### src/rtl/trap_detector.sv
// rtl/trap_detector.sv - spots a jump-to-self loop as repeated opcode fetches from one address
module trap_detector #(
    parameter int unsigned TRAP_REPEAT = 3
) (
    input  logic        ph2,
    input  logic        reset,
    input  logic        enable,
    input  logic        fetch,
    input  logic [15:0] address,
    output logic        hit
);

    localparam logic [3:0] TRAP_N = 4'(TRAP_REPEAT);

    logic [15:0] last_addr;
    logic [3:0]  count;
    logic [3:0]  count_nxt;

    // Operand/data cycles (fetch=0) inside the loop leave the run length alone.
    always_comb begin
        count_nxt = count;
        if (fetch) begin
            if (address == last_addr) begin
                count_nxt = (count == TRAP_N) ? count : count + 4'd1;
            end else begin
                count_nxt = 4'd1;
            end
        end
    end

    // Combinational so the FSM can act on the very edge the run completes.
    assign hit = enable && fetch && (count_nxt == TRAP_N) && (count != TRAP_N);

    always_ff @(posedge ph2) begin
        if (reset) begin
            last_addr <= 16'h0000;
            count     <= 4'd0;
        end else if (enable && fetch) begin
            last_addr <= address;
            count     <= count_nxt;
        end
    end

endmodule

### config.mk
export PLATFORM = sky130hd
export DESIGN_NAME = trap_detector
export DESIGN_NICKNAME = d
export VERILOG_FILES = /design/src/rtl/trap_detector.sv
export SDC_FILE = /design/constraint.sdc
export NUM_CORES = 1
export LEC_CHECK = 0
export ABC_AREA = 1
export BUFFER_PORTS_ARGS = -buffer_cell sky130_fd_sc_hd__buf_2
export CAP_MARGIN = 5
export CORE_UTILIZATION = 54
export DETAILED_ROUTE_END_ITERATION = 6
export GPL_ROUTABILITY_DRIVEN = 0
export PLACE_DENSITY = 0.78
export SETUP_SLACK_MARGIN = 0.3
export SLEW_MARGIN = 20
export SYNTH_ARGS = -nofsm -noshare
export SYNTH_HDL_FRONTEND = slang
export SYNTH_SLANG_ARGS = --single-unit
### constraint.sdc
create_clock -name ph2 -period 1.7 [get_ports ph2]
set_input_delay 0.085 -clock ph2 [delete_from_list [all_inputs] [get_ports ph2]]
set_output_delay 0.085 -clock ph2 [all_outputs]
set_load 0.005 [all_outputs]
Word level (Yosys, flattened, before mapping)
Cells that the tools add are included.
{ "word_totals": {"in_bits": 20, "mem_bits_rw": 0, "out_inout_bits": 1, "mem_count": 0, "word_cells": 13, "rom_bits": 0, "latchBits": 0, "ff_bits": 20} }
{ "classes": {"shift": 0, "n_reduce_logical": 3, "n_lt_le_gt_ge": 0, "multipliers": 0, "n_div": 0, "mux": 3, "eq_ne": 4, "addsub": 1, "n_bitwise": 0} }
{ "ops": {"columns": ["op", "n"], "rows": [
  ["== test 16 bit", 1],
  ["two-way mux 4 bit", 3],
  ["== test 4 x 2 -> 1 bit (second input constant)", 2],
  ["adder 4 x 1 -> 4 bit (second input constant)", 1],
  ["inequality test 4 x 2 -> 1 bit (second input constant)", 1],
  ["logical AND 1 bit", 3]
]} }

Depth between registers and ports, before layout
{ "logic_depth": {"ltp_word": 7, "ltp_mapped": 11, "depth_no_buf": 11} }

Worst setup path before layout
No wires, ideal clock.
{ "synth_timing": {"path_kind": "reg-to-output", "start": "register count[0]", "end": "output port hit", "n_path_buf": 0, "required_time_ns": 1.615, "slack_ns": 0.461, "arrival_ns": 1.154, "stages_incl_launch_ff": 10, "cell_sequence": "dfxtp_1 > ha_1 > nand2_1 > nand2_2 > xor2_1 > nand3_1 > nand2_1 > inv_1 > nand2_1 > nor2_2"} }
{ "synth_between": {"elab_chain_cells": 7, "word_cells_on_any_way": 9, "classes_between": "add/sub: 1; eq/ne: 3; mux: 3; reduce/logical: 2"} }
{ "synth_lines": {"columns": ["item", "line_no", "text"], "rows": [
  ["start, declared", "16", "logic [3:0] count;"],
  ["start signal, assigned", "40", "count <= count_nxt;"],
  ["adder 4 x 1 -> 4 bit or == test 4 x 2 -> 1 bit (tied branches)", "24", "count_nxt = (count == TRAP_N) ? count : count + 4'd1;"],
  ["two-way mux 4 bit", "24", null],
  ["two-way mux 4 bit", "23", "if (address == last_addr) begin"],
  ["two-way mux 4 bit", "22", "if (fetch) begin"],
  ["== test 4 x 2 -> 1 bit", "32", "assign hit = enable && fetch && (count_nxt == TRAP_N) && (count != TRAP_N);"],
  ["logical AND 1 bit", "32", null],
  ["logical AND 1 bit *", "32", null],
  ["end, declared", "10", "output logic hit"]
]} }
Every way passes the cells marked *; elsewhere a longest branch is shown, timed or not.

Worst setup path in the final report
{ "layout_timing": {"start": "register last_addr[0]", "end": "output port hit"} }
{ "layout_between": {"elab_chain_cells": 6} }
{ "layout_lines": {"columns": ["item", "line_no", "text"], "rows": [
  ["start, declared", "15", "logic [15:0] last_addr;"],
  ["start signal, assigned", "39", "last_addr <= address;"],
  ["== test 16 bit", "23", null],
  ["two-way mux 4 bit", "23", null],
  ["two-way mux 4 bit", "22", null],
  ["== test 4 x 2 -> 1 bit", "32", null],
  ["logical AND 1 bit (2 in series)", "32", null]
]} }
Every way passes these cells.

==> results.cfg <==
[drt]
viasPerCell = 4.89
drtIter0Drc = 27
wl_met3_um = 95
drc = 0
wl_per_cell_um = 10.9
wl_met1_mm = 1.16
dr_wl_met2_mm = 1.27
vias = 1165
finalWirelength_mm = 2.59
first_pass_iters = 4
ant_nets = 0
top_layer_used = met4

[logic_synthesis]
syn_inst = 185
ys.flop_type = dfxtp_1
synth_edf_count = 0
synth_top_family_by_area = simple AND/OR/NAND/NOR gates
synth.distinct_cells = 18
synth_area_mm2 = 0.00114
ys_warn_count = 0
synth_xor_area_share_pct = 3.08
synthTopCellsByArea = dfxtp_1, nand2_1, nor2_1
synthMuxAreaShare_pct = 0
yosysTopAreaCell = dfxtp_1
ys_seq_area_share_pct = 35.2
syn-num-nets = 206
synth_common_cells = nand2_1, nor2_1, inv_1, dfxtp_1, o21ai_0
synthAdderAreaFrac_pct = 1.10
synth.most_common_cell = nand2_1
synth-async-reset-ratio_pct = 0
synth-compound-area-share_pct = 16.0
yosys_register_bits = 20
synthSimpleGateAreaFrac_pct = 33.3
avgSynthCellArea_um2 = 6.15
synth_top_area_share_pct = 35.2

[finish]
n_fill_cell = 180
diodes = 0
postLayoutCoreUtil_pct = 71.5
stdcell_count = 238
nNetsFinal = 234
area_growth_pct = 23.3
layout-drive-gt1-share_pct = 32.2

[global_routing]
grt_max_degree = 27
antenna_found_initial = 0
grt_overflow = 0
grt_pass1_vias = 923
grt_use_total_pct = 23.2
grt_pass1_wl_mm = 3.68

[die]
io_pins = 21
design.core.area_mm2 = 0.00196
start_util_pct = 58.0
die_y_um = 47.9
die_w_um = 47.9
rows = 16
die-area_mm2 = 0.00229

[cts]
root_buffer = clkbuf_4
clockBufferDepth = 2
path_clk_slew_ns = 0.11
numCtsBuffers = 3
h-tree-depth = 1
insertion_delay_ns = 0.30
cts_tree = yes
cts_sinks = 20

[sta]
rsz0062_at_grt = true
slew_headroom_pct = 67.6
final_max_slew_viol_count = 0
finalSetupViolCount = 1
finalHoldViolCount = 0
whs_ns = 0.0769
max_slew.worst_pin.slew_ns = 0.485
timing.fmax_mhz = 581
final.setup.tns_ns = -0.0199
finalCritPeriodShare_pct = 101
setup_slack_ns = -0.0199
period_needed_ns = 1.72
skew_ns = 0.00307

[worst_setup_path]
rr_startpoint = last_addr[0]$_SDFFE_PP0P_
cp.arrival_ns = 1.63
worstRegToRegCells = 11
reg2reg_slack_ns = 0.32
r2r_end = count[1]$_SDFFE_PP0P_
crit_type = flip-flop to output port
setup.worst_path.start = last_addr[0]$_SDFFE_PP0P_
crit_path_end = hit
startpoint_type = flip-flop
endpoint_kind = output port
path_max_fanout = 4
crit_required_ns = 1.62

[pwr]
leakage_nw = 0.708
p_per_area_mw_per_mm2 = 687
ir_drop_mv = 0.402

[flow_run]
drv_cap = 0

[place]
dpl.cell_count = 229
dp_slack_ns = 0.228
port_buffers = 20
place_hpwl_mm = 1.64

[min_path]
hold_path.class = primary input to flip-flop
hp-start = address[10]

[run_status]
failed_checks = negative setup slack
outcome = finished with violations
-- layout make-up --
| cell class | count | area [um^2] | share of cell area [%] |
|---|---|---|---|
| multi-input cells | 132 | 662 | 47.2 |
| well taps | 27 | 33.8 | 2.41 |
| inverters | 29 | 109 | 7.76 |
| repair buffers | 27 | 155 | 11.1 |
| flip-flops and latches | 20 | 420 | 30.0 |
| clock buffers | 3 | 22.5 | 1.61 |
-- sequential cells by signal (all words and copies together), names as in the netlist --
name / count
count: 4
last_addr: 16
-- metrics by stage --
stage | power, mW | area (um^2)
after floorplan | 0.651 | 1140
after global placement | 0.697 | 1260
after detailed placement | 0.707 | 1260
after CTS | 0.945 | 1360
after global routing | 1.02 | 1400
final | 0.963 | 1400
-- per-layer routing --
layer,global-route usage (%),up-vias
met3,3.40,8
met1,27.5,506
li1,-,620
met2,39.7,31
met4,13.3,0
met5,0,-
-- cells in the final DEF, fill, tap and decap left out, drive strengths merged --
cell / n
o21ai: 20
ha: 1
nor2: 40
nand3: 5
a21oi: 14
clkbuf: 3
dfxtp: 20
o21a: 1
inv: 29
dlygate4sd3: 1
buf: 26
xor2: 3
xnor2: 1
nand2: 47
-- worst max-delay path, stage by stage, from the launching register on --
cell and delay, ns:
dfxtp_2 0.35, inv_2 0.04, nand2_1 0.05, nand2_1 0.05, nor2_1 0.10, nand2_1 0.09
nor2_4 0.16, nand2_2 0.08, a21oi_2 0.12, nand2_1 0.09, nor2_2 0.07, buf_2 0.10
-- worst min-delay path by stage --
stage / to / slack, ns / cells past startpoint
final: last_addr[10]$_SDFFE_PP0P_ / 0.08 / 3
after global routing: last_addr[13]$_SDFFE_PP0P_ / 0.06 / 3
after CTS: last_addr[5]$_SDFFE_PP0P_ / 0.07 / 3
after detailed placement: count[0]$_SDFFE_PP0P_ / 0.27 / 2
after global placement: count[0]$_SDFFE_PP0P_ / 0.27 / 2
after floorplan: count[0]$_SDFFE_PP0P_ / 0.15 / 1
-- report_power, final --
part | internal, mW | leakage [nW] | switching (mW)
sequential | 0.504 | 0.171 | 0.0220
clock | 0.0826 | 0.0138 | 0.147
combinational | 0.0863 | 0.523 | 0.121
total | 0.673 | 0.708 | 0.290
-- cell families (layout without fill, tap and decap cells) --
family / after synthesis / count (layout)
and+or+nand+nor: 92 / 92
AOI/OAI and AO/OA: 35 / 35
buffers and inverters: 33 / 59
DFF: 20 / 20
xor gates and xnor gates: 4 / 4
adders and majority gates: 1 / 1
-- what timing repair did --
action / 4_1_cts / 5_1_grt
hold buffers: 1 / 0
resized for setup: 11 / 22
pin swaps: 6 / 8
setup endpoints to repair: 1 / 3
hold endpoints to repair: 1 / 0
buffers inserted: 4 / 1
(Power assumes the default switching activity.)
